`config.mk`:
```
export PLATFORM = sky130hd
export DESIGN_NAME = apb_master
export DESIGN_NICKNAME = d
export VERILOG_FILES = /design/src/rtl/apb_master.sv
export SDC_FILE = /design/constraint.sdc
export NUM_CORES = 1
export LEC_CHECK = 0
export BUFFER_PORTS_ARGS = -buffer_cell sky130_fd_sc_hd__buf_2
export CORE_AREA = 5 5 105 107
export CTS_CLUSTER_SIZE = 24
export DETAILED_ROUTE_END_ITERATION = 10
export DIE_AREA = 0 0 110 112
export HOLD_SLACK_MARGIN = 0.06
export PLACE_DENSITY_LB_ADDON = 0.08
export SETUP_SLACK_MARGIN = 0.15
export SLEW_MARGIN = 30
export SYNTH_ARGS = -nofsm -noshare
export SYNTH_HDL_FRONTEND = slang
export SYNTH_SLANG_ARGS = --single-unit
```
`constraint.sdc`:
```
create_clock -name pclk -period 2.9 [get_ports pclk]
set_input_delay 0.725 -clock pclk [delete_from_list [all_inputs] [get_ports pclk]]
set_output_delay 0.725 -clock pclk [all_outputs]
set_load 0.005 [all_outputs]
```
`src/rtl/apb_master.sv`:
```
// apb_master: single-outstanding APB initiator.
// Takes one command from the valid/ready command stream, runs an APB SETUP
// and ACCESS transfer, and returns one response on the valid/ready response
// stream. A wait-state timeout ends the transfer if the slave holds pready
// low for too long.
//
// Ports:
//   pclk, presetn                  clock; asynchronous active-low reset
//   cmd_valid/cmd_ready            command handshake
//   cmd_write/cmd_addr/cmd_wdata   command payload
//   rsp_valid/rsp_ready            response handshake
//   rsp_rdata/rsp_err/rsp_timeout  response payload
//   psel/penable/paddr/pwrite/pwdata  APB request (all registered)
//   prdata/pready/pslverr          APB completion from the slave
module apb_master #(
  parameter int unsigned A_WIDTH   = 32,
  parameter int unsigned D_WIDTH   = 32,
  parameter int unsigned TO_CYCLES = 256
) (
  input  logic               pclk,
  input  logic               presetn,
  input  logic               cmd_valid,
  output logic               cmd_ready,
  input  logic               cmd_write,
  input  logic [A_WIDTH-1:0] cmd_addr,
  input  logic [D_WIDTH-1:0] cmd_wdata,
  output logic               rsp_valid,
  input  logic               rsp_ready,
  output logic [D_WIDTH-1:0] rsp_rdata,
  output logic               rsp_err,
  output logic               rsp_timeout,
  output logic               psel,
  output logic               penable,
  output logic [A_WIDTH-1:0] paddr,
  output logic               pwrite,
  output logic [D_WIDTH-1:0] pwdata,
  input  logic [D_WIDTH-1:0] prdata,
  input  logic               pready,
  input  logic               pslverr
);

  localparam int unsigned CW = $clog2(TO_CYCLES + 1);
  localparam logic [CW-1:0] TO_LAST = CW'(TO_CYCLES - 1);

  typedef enum logic [1:0] {IDLE, SETUP, ACCESS, RESP} state_t;

  state_t        state;
  logic [CW-1:0] to_cnt;

  // cmd_ready is registered: it is 0 while in reset, rises on the first
  // clock after reset release and again on the clock of the response
  // handshake, so it is only ever 1 while the FSM sits in IDLE.
  always_ff @(posedge pclk or negedge presetn) begin
    if (!presetn) begin
      state       <= IDLE;
      to_cnt      <= '0;
      cmd_ready   <= 1'b0;
      rsp_valid   <= 1'b0;
      rsp_rdata   <= '0;
      rsp_err     <= 1'b0;
      rsp_timeout <= 1'b0;
      psel        <= 1'b0;
      penable     <= 1'b0;
      paddr       <= '0;
      pwrite      <= 1'b0;
      pwdata      <= '0;
    end else begin
      case (state)
        IDLE: begin
          cmd_ready <= 1'b1;
          if (cmd_valid && cmd_ready) begin
            paddr     <= cmd_addr;
            pwrite    <= cmd_write;
            pwdata    <= cmd_wdata;
            psel      <= 1'b1;
            cmd_ready <= 1'b0;
            to_cnt    <= '0;
            state     <= SETUP;
          end
        end
        SETUP: begin
          penable <= 1'b1;
          state   <= ACCESS;
        end
        ACCESS: begin
          // A ready slave on the threshold cycle still completes normally.
          if (pready) begin
            psel        <= 1'b0;
            penable     <= 1'b0;
            rsp_valid   <= 1'b1;
            rsp_rdata   <= pwrite ? '0 : prdata;
            rsp_err     <= pslverr;
            rsp_timeout <= 1'b0;
            state       <= RESP;
          end else if (to_cnt == TO_LAST) begin
            psel        <= 1'b0;
            penable     <= 1'b0;
            rsp_valid   <= 1'b1;
            rsp_rdata   <= '0;
            rsp_err     <= 1'b1;
            rsp_timeout <= 1'b1;
            state       <= RESP;
          end else begin
            to_cnt <= to_cnt + 1'b1;
          end
        end
        RESP: begin
          if (rsp_ready) begin
            rsp_valid <= 1'b0;
            pwrite    <= 1'b0;
            cmd_ready <= 1'b1;
            state     <= IDLE;
          end
        end
        default: state <= IDLE;
      endcase
    end
  end

endmodule

```
==> qor.csv, run 1 <==
stage,metric,value,unit
placed_design,Placed Cells,638,
worst_setup_path,critical path depth in cells,8,
clock_network,"Gates resized, CTS repair",0,
cells_and_area,Nets,630,
worst_setup_path,critical path cell sequence,ha_1 > nand3_1 > nor2_1 > ha_1 > o21a_4 > nor4_1 > nand3_1 > mux2_2,
worst_hold_path,path type of the worst min-delay path,in2async,
yosys,Post-Syn Area,0.00444,mm^2
worst_setup_path,worst reg2reg endpoint,to_cnt[7]$_DFFE_PN0P_,
floorplan,Starting Density,0.442,
clock_network,CTS Root Cell,clkbuf_8,
global_route,met1 GRT Util,0.212,
clock_network,hold buffers post-CTS,0,
detailed_routing,routed vias,3237,
power_and_ir_drop,Worst VDD drop,0.478,mV
placed_design,dpl cell area,0.00566,mm^2
worst_setup_path,start point of the critical path,to_cnt[0]$_DFFE_PN0P_,
floorplan,core area,0.0100,mm^2
cells_and_area,layout cells sized above 1,0.585,
timing,period utilization,0.790,
worst_setup_path,R2R Path Start,to_cnt[0]$_DFFE_PN0P_,
floorplan,die area,0.0123,mm^2
power_and_ir_drop,power per cell area,1130,mW/mm^2
detailed_routing,WL per Instance,16.4,um
detailed_routing,routed vias/inst,4.84,
clock_network,total CTS buffers,17,
yosys,Syn Inst Count,308,
clock_network,number of clock sinks,114,
cells_and_area,Final Instance Area,0.00624,mm^2
global_route,gr usage total,0.180,
timing,setup violators final,0,
detailed_routing,# DRC,0,
floorplan,Die Height,112,um
worst_setup_path,worst endpoint required time,3.28,ns
global_route,GRT Max-Usage Layer,met2,
yosys,Post-Synthesis Net Count,417,
detailed_routing,Routed Antenna Nets,0,
clock_network,clock-pin slew on the worst setup and hold paths,0.05,ns
placed_design,Port Buf Inserts,205,
placed_design,routability congestion estimate from global placement,0.793,
power_and_ir_drop,Tot Pwr,7060,uW
worst_setup_path,r2r worst-path depth,8,
clock_network,clk_lat worst skew,0.50,ns
detailed_routing,final WL,11000,um
timing,Worst Tran Pin Value,0.605,ns
worst_setup_path,Critical path buffers and inverters,0,
cells_and_area,n_diodes,0,
flow_run,max cap viols,0,
status,status,finished clean,
floorplan,number of core rows,37,
worst_setup_path,Critical Path End,to_cnt[7]$_DFFE_PN0P_,
floorplan,Ports,206,
cells_and_area,post-route insts no fill,669,
global_route,first-pass GRT wire length,17100,um
yosys,"flops & latches, synth",114,
global_route,met3 Usage GRT,0.0696,
detailed_routing,drt first pass iters,4,
global_route,largest net degree at the start of global routing,62,
yosys,"Seq/Total Area, Yosys",0.643,
worst_setup_path,CP Capture Type,register,
yosys,syn_area_per_cell,14.4,um^2
floorplan,Die X,110,um
worst_setup_path,CP arrival,2.67,ns
timing,setup TNS,0,ns
timing,minimum clock period,2.29,ns
worst_setup_path,critical path class,reg2reg,
global_route,number of global-route vias before repair,3409,
global_route,initial antenna violation count,0,
yosys,yosys warns,0,
timing,Slew headroom,0.597,
cells_and_area,Area Overhead vs Synth,40.7,%
clock_network,clk buf depth,2,
yosys,Unique masters post-synth,29,
clock_network,Post CTS Setup Buffer Count,0,
timing,Pins Over Slew Limit,0,
power_and_ir_drop,Pleak,0.00316,uW
worst_setup_path,highest-delay cell along the critical path,nor4_1,
clock_network,CTS tree,built,
detailed_routing,DRT iter0 DRCs,177,
worst_setup_path,crit-path leading delay family,simple AND/OR/NAND/NOR gates,
timing,RSZ-0062 raised after global routing,false,
global_route,met2 Resource Use GR,0.299,
timing,final hold vios,0,
clock_network,H-tree levels,4,
timing,Worst Skew,0.00913,ns
worst_setup_path,flop-to-flop setup slack,0.61,ns
worst_setup_path,startpoint types,register,
timing,Achievable Freq,0.437,GHz
worst_setup_path,Worst path max stage delay,0.43,ns
global_route,gr ovfl total,0,
placed_design,hpwl dp,8220,um
worst_setup_path,Crit Path Max Fanout,8,
==> through the flow <==
| stage | setup slack (ns) | utilization | hold WS (ns) |
|---|---|---|---|
| floorplan | 0.808 | - | 0.429 |
| global placement | 0.675 | 0.563 | 0.482 |
| detailed placement | 0.638 | 0.563 | 0.480 |
| CTS | 0.599 | 0.621 | 0.105 |
| global route | 0.417 | 0.621 | 0.113 |
| finish | 0.609 | 0.621 | 0.117 |
==> metal layers <==
metal / part of all wire / wire length (um)
met1: 0.40 / 4430
met2: 0.50 / 5480
met3: 0.086 / 941
met4: 0.012 / 127
met5: 0 / 0
==> registers in the layout, summed over array words and instances, names as in the netlist <==
| register | cells |
|---|---|
| rsp_err | 1 |
| psel | 1 |
| rsp_rdata | 32 |
| to_cnt | 9 |
| rsp_timeout | 1 |
| rsp_valid | 1 |
| pwdata | 32 |
| state | 2 |
| paddr | 32 |
| cmd_ready | 1 |
| pwrite | 1 |
| penable | 1 |
==> cell usage after synthesis <==
library cell  number  area, um^2
and2b_1            1        7.51
a21oi_1            7        35.0
inv_1              7        26.3
clkbuf_1           7        26.3
buf_2              9        45.0
and3_1             1        6.26
and4_1             1        8.76
nor2_1            11        41.3
xnor2_1            4        35.0
o21ai_1            1        5.00
nor4_1             3        18.8
o2bb2ai_1          1        8.76
nand2_1            7        26.3
or3_4              1        11.3
o21a_4             1        15.0
a21bo_2            1        10.0
a22o_1            32         280
or3_1              1        6.26
mux2i_1            1        10.0
mux2_2            66         743
a31oi_1            3        18.8
nor4b_1            1        8.76
nor2b_1            1        6.26
nand3_1            6        30.0
ha_1               6        75.1
a21boi_2           1        11.3
o21ai_0           12        60.1
dfrtp_1          114        2850
o211ai_1           1        7.51
==> kinds of logic after synthesis <==
| group | count (synthesis) | synth area share |
|---|---|---|
| mux | 67 | 0.170 |
| compound gates | 60 | 0.102 |
| flops | 114 | 0.643 |
| xor+xnor | 4 | 0.00790 |
| simple gates | 34 | 0.0386 |
| buf+inv | 23 | 0.0220 |
| fa+ha+maj | 6 | 0.0169 |
==> power breakdown <==
part | switching (uW) | internal (uW)
registers | 382 | 2340
logic | 1020 | 1290
clock network | 681 | 1340
==> worst min-delay path by stage <==
stage | from | endpoint | slack (ns) | depth (start not counted)
2_1_floorplan | presetn | cmd_ready$_DFFE_PN0P_ | 0.43 | 0
3_3_place_gp | paddr[2]$_DFFE_PN0P_ | paddr[2]$_DFFE_PN0P_ | 0.48 | 1
3_5_place_dp | to_cnt[8]$_DFFE_PN0P_ | to_cnt[8]$_DFFE_PN0P_ | 0.48 | 2
4_1_cts | presetn | pwdata[20]$_DFFE_PN0P_ | 0.10 | 1
5_1_grt | presetn | pwdata[20]$_DFFE_PN0P_ | 0.11 | 1
6_report | presetn | pwdata[20]$_DFFE_PN0P_ | 0.12 | 1
==> cell usage in the layout, fill, tap and decap left out, types with 2 or more instances in the layout <==
cell type and count:
clkinvlp_4 2, ha_1 6, a21oi_1 7, mux2_2 66
dfrtp_1 114, nand3_1 5, a31oi_1 3, clkbuf_16 16
buf_12 3, bufinv_16 3, a22o_1 32, clkbuf_8 3
buf_2 204, clkbuf_1 2, o21ai_0 12, xnor2_1 4
clkinv_2 4, inv_1 7, nor4_1 3, buf_4 3
nor2_1 10, nand2_1 7
==> final cells by class <==
type / count / area [um^2]
Tap cell: 136 / 170
Clock inverter: 10 / 134
Timing Repair Buffer: 210 / 1100
Sequential cell: 114 / 2850
Multi-Input combinational cell: 171 / 1510
Fill cell: 801 / 3800
Clock buffer: 21 / 449
Inverter: 7 / 26.3
Power figures use the tool's default switching activity.
==> inputs of run 2 (changes only) <==
--- a/config.mk
+++ b/config.mk
@@ -6,10 +6,10 @@
 export NUM_CORES = 1
 export LEC_CHECK = 0
 export BUFFER_PORTS_ARGS = -buffer_cell sky130_fd_sc_hd__buf_2
-export CORE_AREA = 5 5 105 107
+export CORE_AREA = 5 5 109 111
 export CTS_CLUSTER_SIZE = 24
 export DETAILED_ROUTE_END_ITERATION = 10
-export DIE_AREA = 0 0 110 112
+export DIE_AREA = 0 0 114 116
 export HOLD_SLACK_MARGIN = 0.06
 export PLACE_DENSITY_LB_ADDON = 0.08
 export SETUP_SLACK_MARGIN = 0.15
==> constraint.sdc (replaced) <==
create_clock -name pclk -period 2.1 [get_ports pclk]
set_input_delay 0.525 -clock pclk [delete_from_list [all_inputs] [get_ports pclk]]
set_output_delay 0.525 -clock pclk [all_outputs]
set_load 0.005 [all_outputs]
==> run 2 against run 1 <==
Effect of this change:
- setup slack got worse by 0.51 ns
- clock power grew 41%
- power increased by 44%
- fmax is 14% higher
- core utilization down 1.2 points
- sequential share of layout area fell by 2.0 points
- via count increased by 4.7%
- critical path depth unchanged
- first-iteration DRC count decreased by 15%
- die area grew 7.3%
- global-route usage is 0.055 points lower
- register-to-register slack worse by 0.51 ns
- critical path type unchanged
==> qor.csv, run 2 (synthesis results as in run 1) <==
stage,metric,value,unit,change
status,status,finished clean,,
worst_hold_path,path type of the worst min-delay path,in2reg,,
power_and_ir_drop,power per cell area,1560,mW/mm^2,+38%
timing,minimum clock period,2.00,ns,-0.289 ns
timing,RSZ-0062 raised after global routing,true,,
placed_design,Port Buf Inserts,205,,unchanged
clock_network,CTS tree,built,,
placed_design,routability congestion estimate from global placement,0.860,,+8.5%
power_and_ir_drop,Worst VDD drop,0.769,mV,+61%
timing,Achievable Freq,0.500,GHz,+14%
clock_network,number of clock sinks,114,,unchanged
placed_design,dpl cell area,0.00576,mm^2,+1.9%
worst_setup_path,startpoint types,register,,
cells_and_area,layout cells sized above 1,0.616,,+0.0309
clock_network,H-tree levels,4,,unchanged
clock_network,CTS Root Cell,clkbuf_8,,
timing,setup violators final,0,,unchanged
global_route,initial antenna violation count,0,,unchanged
global_route,largest net degree at the start of global routing,67,,+8.1%
timing,Pins Over Slew Limit,0,,unchanged
cells_and_area,"commonest non-fill, non-tap cell in the layout",buf_2,,
detailed_routing,final WL,11800,um,+7.9%
detailed_routing,WL per Instance,17.0,um,+3.9%
cells_and_area,biggest regs,"paddr (32), pwdata (32), rsp_rdata (32)",,
flow_run,max cap viols,0,,unchanged
worst_setup_path,worst endpoint required time,2.53,ns,-0.75 ns
power_and_ir_drop,Pleak,0.00327,uW,+3.6%
clock_network,clk buf depth,2,,unchanged
cells_and_area,n_diodes,0,,unchanged
timing,Worst Skew,0.00987,ns,+0.000741 ns
clock_network,clock-pin slew on the worst setup and hold paths,0.05,ns,about the same
placed_design,hpwl dp,8510,um,+3.5%
worst_setup_path,critical path class,reg2reg,,
global_route,gr ovfl total,0,,unchanged
worst_setup_path,CP Capture Type,register,,
detailed_routing,DRT iter0 DRCs,151,,-15%
cells_and_area,Nets,651,,+3.3%
floorplan,Starting Density,0.415,,-0.0269
timing,final hold vios,0,,unchanged
cells_and_area,Area Overhead vs Synth,47.0,%,
clock_network,clk_lat worst skew,0.51,ns,about the same
global_route,first-pass GRT wire length,18400,um,+7.6%
floorplan,core area,0.0107,mm^2,+6.5%
worst_setup_path,flop-to-flop setup slack,0.1,ns,-0.51 ns
detailed_routing,drt first pass iters,4,,unchanged
cells_and_area,Final Instance Area,0.00652,mm^2,+4.5%
timing,Slew headroom,0.657,,+0.0606
floorplan,Die Height,116,um,+3.6%
floorplan,number of core rows,38,,+2.7%
worst_setup_path,CP arrival,2.43,ns,-0.24 ns
detailed_routing,routed vias,3390,,+4.7%
power_and_ir_drop,Tot Pwr,10100,uW,+44%
detailed_routing,routed vias/inst,4.88,,+0.81%
cells_and_area,Fillers,878,,+9.6%
floorplan,Ports,206,,unchanged
clock_network,total CTS buffers,17,,unchanged
floorplan,die area,0.0132,mm^2,+7.3%
detailed_routing,# DRC,0,,unchanged
timing,period utilization,0.953,,+0.163
worst_setup_path,Crit Path Max Fanout,4,,-4
detailed_routing,Routed Antenna Nets,0,,unchanged
cells_and_area,most frequent cells in the layout,"buf_2, dfrtp_1, mux2_2",,
global_route,number of global-route vias before repair,3631,,+6.5%
floorplan,Die X,114,um,+3.6%
global_route,gr usage total,0.179,,-0.000549
timing,setup TNS,0,ns,unchanged
timing,Worst Tran Pin Value,0.512,ns,-0.0927 ns
## run 2: cell types whose count changed in the layout (fill, tap and decap cells not counted), sizes merged
cell         before  now
buf             210  230
clkbuf           21   23
clkinv            5    4
dlygate4sd3       0    1
## run 2: power by group
part,internal (uW),total [uW],switching [uW]
registers,3230,3770,545
clock network,1900,2850,952
logic,1990,3530,1530
## run 2: final timing paths
path	cells past startpoint	to	startpoint
worst max-delay path	8	to_cnt[6]$_DFFE_PN0P_	to_cnt[1]$_DFFE_PN0P_
min in group asynchronous	3	paddr[19]$_DFFE_PN0P_	presetn
worst max register to register	8	to_cnt[6]$_DFFE_PN0P_	to_cnt[1]$_DFFE_PN0P_
worst min register to register	1	pwdata[18]$_DFFE_PN0P_	pwdata[18]$_DFFE_PN0P_
worst min-delay path	2	rsp_rdata[13]$_DFFE_PN0P_	prdata[13]
max in group asynchronous	3	to_cnt[5]$_DFFE_PN0P_	presetn
## run 2: area by class of cell
type                    instances  area [um^2]  share of cell area
inverters                       7         26.3             0.00403
well taps                     140          175              0.0269
clock inverters                 9          129              0.0198
repair buffers                231         1290               0.198
clock buffers                  23          467              0.0716
multi-input cells             171         1580               0.243
flip-flops and latches        114         2850               0.437
## run 2: what timing repair did
item                                   in CTS  in global routing
hold buffers                                1                  0
setup endpoints to repair                   4                  7
resized for setup                           2                  9
endpoints found under the hold margin     114                  0
pin swaps                                   2                  6
buffers inserted                            8                  4
gates cloned                                0                  0
## run 2: metrics by stage
step	util	std cells	hold WS, ns	worst slack (ns)
after global routing	0.610	695	0.214	0.0160
after detailed placement	0.539	650	0.485	0.0210
after CTS	0.602	691	0.201	0.139
after global placement	0.539	650	0.476	0.0687
after floorplan	-	308	0.229	0.149
final	0.610	695	0.235	0.0985
## run 2: per-layer routing
layer	GRT usage	part of all wire	vias to the layer above
met2	0.289	0.48	140
met3	0.0527	0.084	18
met1	0.226	0.42	1650
met4	0.0744	0.016	0
met5	0	0	-
li1	-	-	1582
## run 2: critical path: stages (launching register included)
cell and delay [ns]:
dfrtp_1 0.39, ha_2 0.22, nand3_4 0.09, nor2_2 0.04, ha_2 0.18, o21a_4 0.24
or3_4 0.33, or3_1 0.32, a21oi_2 0.11
==> inputs of run 3 (changes only) <==
--- a/config.mk
+++ b/config.mk
@@ -6,10 +6,10 @@
 export NUM_CORES = 1
 export LEC_CHECK = 0
 export BUFFER_PORTS_ARGS = -buffer_cell sky130_fd_sc_hd__buf_2
-export CORE_AREA = 5 5 109 111
+export CORE_AREA = 5 5 115 106
 export CTS_CLUSTER_SIZE = 24
 export DETAILED_ROUTE_END_ITERATION = 10
-export DIE_AREA = 0 0 114 116
+export DIE_AREA = 0 0 120 111
 export HOLD_SLACK_MARGIN = 0.06
 export PLACE_DENSITY_LB_ADDON = 0.08
 export SETUP_SLACK_MARGIN = 0.15
==> run 3 against run 2 <==
Effect of this change:
- critical path type unchanged
- global-route usage fell by 0.17 points
- sequential cell count unchanged
- clock skew increased by 0.0025 ns
- hold slack worse by 0.038 ns
- sequential share of layout area is the same
==> qor.csv, run 3 (synthesis results as in run 1) <==
stage,metric,value,unit,change
status,status,finished clean,,
worst_setup_path,highest-delay cell along the critical path,dfrtp_1,,
detailed_routing,routed vias/inst,4.92,,+0.95%
worst_setup_path,Critical path buffers and inverters,0,,unchanged
floorplan,number of core rows,36,,-5.3%
detailed_routing,WL per Instance,17.0,um,-0.45%
timing,Worst Tran Pin Value,0.600,ns,+0.0881 ns
floorplan,Starting Density,0.412,,-0.00260
worst_hold_path,path type of the worst min-delay path,in2async,,
detailed_routing,routed vias,3363,,-0.80%
cells_and_area,most frequent cells in the layout,"buf_2, dfrtp_1, mux2_2",,
power_and_ir_drop,power per cell area,1590,mW/mm^2,+1.9%
clock_network,CTS tree,built,,
power_and_ir_drop,Pleak,0.00328,uW,+0.15%
worst_setup_path,Crit Path Max Fanout,6,,+2
clock_network,total CTS buffers,17,,unchanged
cells_and_area,n_diodes,0,,unchanged
worst_setup_path,crit-path leading delay family,simple AND/OR/NAND/NOR gates,,
cells_and_area,fin util,0.606,,-0.00383
worst_setup_path,"most used cell, CP",or3_4,,
timing,setup violators final,0,,unchanged
worst_setup_path,critical path class,reg2reg,,
detailed_routing,Routed Antenna Nets,0,,unchanged
timing,minimum clock period,2.00,ns,+0.00245 ns
power_and_ir_drop,Switching Power,3000,uW,-0.86%
detailed_routing,DRT iter0 DRCs,148,,-2.0%
detailed_routing,drt first pass iters,4,,unchanged
timing,Worst Skew,0.0124,ns,+0.00251 ns
worst_setup_path,R2R Path Start,to_cnt[1]$_DFFE_PN0P_,,
timing,RSZ-0062 raised after global routing,true,,
power_and_ir_drop,Worst VDD drop,0.818,mV,+6.4%
timing,period utilization,0.954,,+0.00117
worst_setup_path,r2r worst-path depth,8,,unchanged
cells_and_area,"commonest non-fill, non-tap cell in the layout",buf_2,,
power_and_ir_drop,P_int,7340,uW,+3.1%
global_route,gr usage total,0.177,,-0.00172
timing,worst hold slack,0.197,ns,-0.0385 ns
floorplan,core area,0.0108,mm^2,+0.63%
placed_design,hpwl dp,8270,um,-2.8%
clock_network,CTS Root Cell,clkbuf_16,,
floorplan,Die Height,111,um,-4.3%
worst_setup_path,flop-to-flop setup slack,0.1,ns,about the same
cells_and_area,Area Overhead vs Synth,47.0,%,unchanged
placed_design,dpl cell area,0.00571,mm^2,-0.98%
detailed_routing,final WL,11600,um,-2.2%
worst_setup_path,worst endpoint required time,2.44,ns,-0.09 ns
timing,final hold vios,0,,unchanged
global_route,largest net degree at the start of global routing,115,,+72%
placed_design,routability congestion estimate from global placement,0.809,,-6.0%
clock_network,clk buf depth,2,,unchanged
cells_and_area,biggest regs,"paddr (32), pwdata (32), rsp_rdata (32)",,
clock_network,clock-pin slew on the worst setup and hold paths,0.06,ns,about the same
global_route,gr ovfl total,0,,unchanged
floorplan,die area,0.0133,mm^2,+0.73%
worst_setup_path,critical path cell sequence,ha_2 > nand3_4 > nor2_4 > ha_4 > o21a_4 > or3_4 > or3_4 > a21oi_2,,
worst_setup_path,Critical Path End,to_cnt[6]$_DFFE_PN0P_,,
detailed_routing,# DRC,0,,unchanged
cells_and_area,layout cells sized above 1,0.618,,+0.00197
clock_network,clk_lat worst skew,0.41,ns,-0.10 ns
cells_and_area,Final Instance Area,0.00652,mm^2,unchanged
power_and_ir_drop,Switching Share,0.290,,-0.00808
clock_network,H-tree levels,4,,unchanged
clock_network,number of clock sinks,114,,unchanged
flow_run,max cap viols,0,,unchanged
worst_setup_path,CP Capture Type,register,,
worst_setup_path,start point of the critical path,to_cnt[1]$_DFFE_PN0P_,,
floorplan,Die X,120,um,+5.3%
power_and_ir_drop,sequential share of power,0.363,,-0.009
clock_network,hold buffers post-CTS,0,,-1
global_route,number of global-route vias before repair,3604,,-0.74%
timing,Pins Over Slew Limit,0,,unchanged
worst_setup_path,startpoint types,register,,
global_route,initial antenna violation count,0,,unchanged
cells_and_area,Fillers,876,,-0.23%
cells_and_area,Nets,646,,-0.77%
power_and_ir_drop,Clk pwr share,0.301,,+0.020
worst_setup_path,CP arrival,2.34,ns,-0.09 ns
floorplan,Ports,206,,unchanged
power_and_ir_drop,Combinational Power Share,0.337,,-0.010
global_route,first-pass GRT wire length,18600,um,+1.1%
timing,Slew headroom,0.600,,-0.0575
timing,setup TNS,0,ns,unchanged
worst_setup_path,worst reg2reg endpoint,to_cnt[6]$_DFFE_PN0P_,,
timing,Achievable Freq,0.499,GHz,-0.12%
worst_setup_path,Worst path max stage delay,0.39,ns,about the same
placed_design,Port Buf Inserts,205,,unchanged
worst_setup_path,critical path depth in cells,8,,unchanged
-- run 3: cell count changes in the layout (fill, tap and decap cells not counted), moves of 2 or more --
cell | before | now
buf_12 | 5 | 3
buf_4 | 21 | 19
clkbuf_1 | 3 | 1
ha_4 | 0 | 2
nor4_1 | 0 | 2
nor4_4 | 3 | 1
-- run 3: final cells by class --
type | count | area (um^2) | area share
Tap cell | 133 | 166 | 0.0255
Timing Repair Buffer | 226 | 1220 | 0.188
Sequential cell | 114 | 2850 | 0.437
Clock buffer | 23 | 498 | 0.0764
Clock inverter | 9 | 150 | 0.0230
Multi-Input combinational cell | 171 | 1600 | 0.246
Inverter | 7 | 26.3 | 0.00403
-- run 3: timing repair --
item,4_1_cts,5_1_grt
pin swaps,5,8
endpoints found under the setup margin,4,8
gates resized for setup,3,13
buffers inserted,8,3
-- run 3: through the flow --
stage | worst slack [ns] | std cells | total power, uW
floorplan | 0.149 | 308 | 5490
global placement | 0.0615 | 640 | 7050
global route | 0.0453 | 683 | 11000
finish | 0.0961 | 683 | 10300
CTS | 0.0705 | 680 | 10400
detailed placement | -0.00871 | 640 | 7130
-- run 3: per-layer routing --
layer  GRT usage  vias to the layer above  routed length [um]  part of all wire
li1            -                     1578                   -                 -
met1       0.225                     1624                4930              0.42
met2       0.273                      145                5500              0.47
met3      0.0699                       16                 959             0.083
met4      0.0672                        0                 202             0.017
met5           0                        -                   0                 0
-- run 3: power by group through the flow --
stage	Sequential, uW	Combinational, uW	Clock (uW)
floorplan	3850	1630	0
global placement	3730	3310	0
detailed placement	3780	3350	0
CTS	3750	3460	3170
global route	3900	3840	3270
finish	3750	3480	3110
-- run 3: worst reg2reg max path, cell delays in order, from the launching register on --
cell and delay, ns:
dfrtp_1 0.39, ha_2 0.21, nand3_4 0.10, nor2_4 0.05, ha_4 0.16, o21a_4 0.24
or3_4 0.34, or3_4 0.34, a21oi_2 0.12
-- run 3: worst min-delay path by stage --
stage                           endpoint  depth (start not counted)                      start  slack (ns)
2_1_floorplan      cmd_ready$_DFFE_PN0P_                          0                    presetn        0.23
3_3_place_gp        paddr[3]$_DFFE_PN0P_                          1       paddr[3]$_DFFE_PN0P_        0.48
3_5_place_dp   rsp_rdata[15]$_DFFE_PN0P_                          1  rsp_rdata[15]$_DFFE_PN0P_        0.49
4_1_cts         rsp_rdata[7]$_DFFE_PN0P_                          2                    presetn        0.24
5_1_grt        rsp_rdata[14]$_DFFE_PN0P_                          2                    presetn        0.25
6_report       rsp_rdata[14]$_DFFE_PN0P_                          2                    presetn        0.20
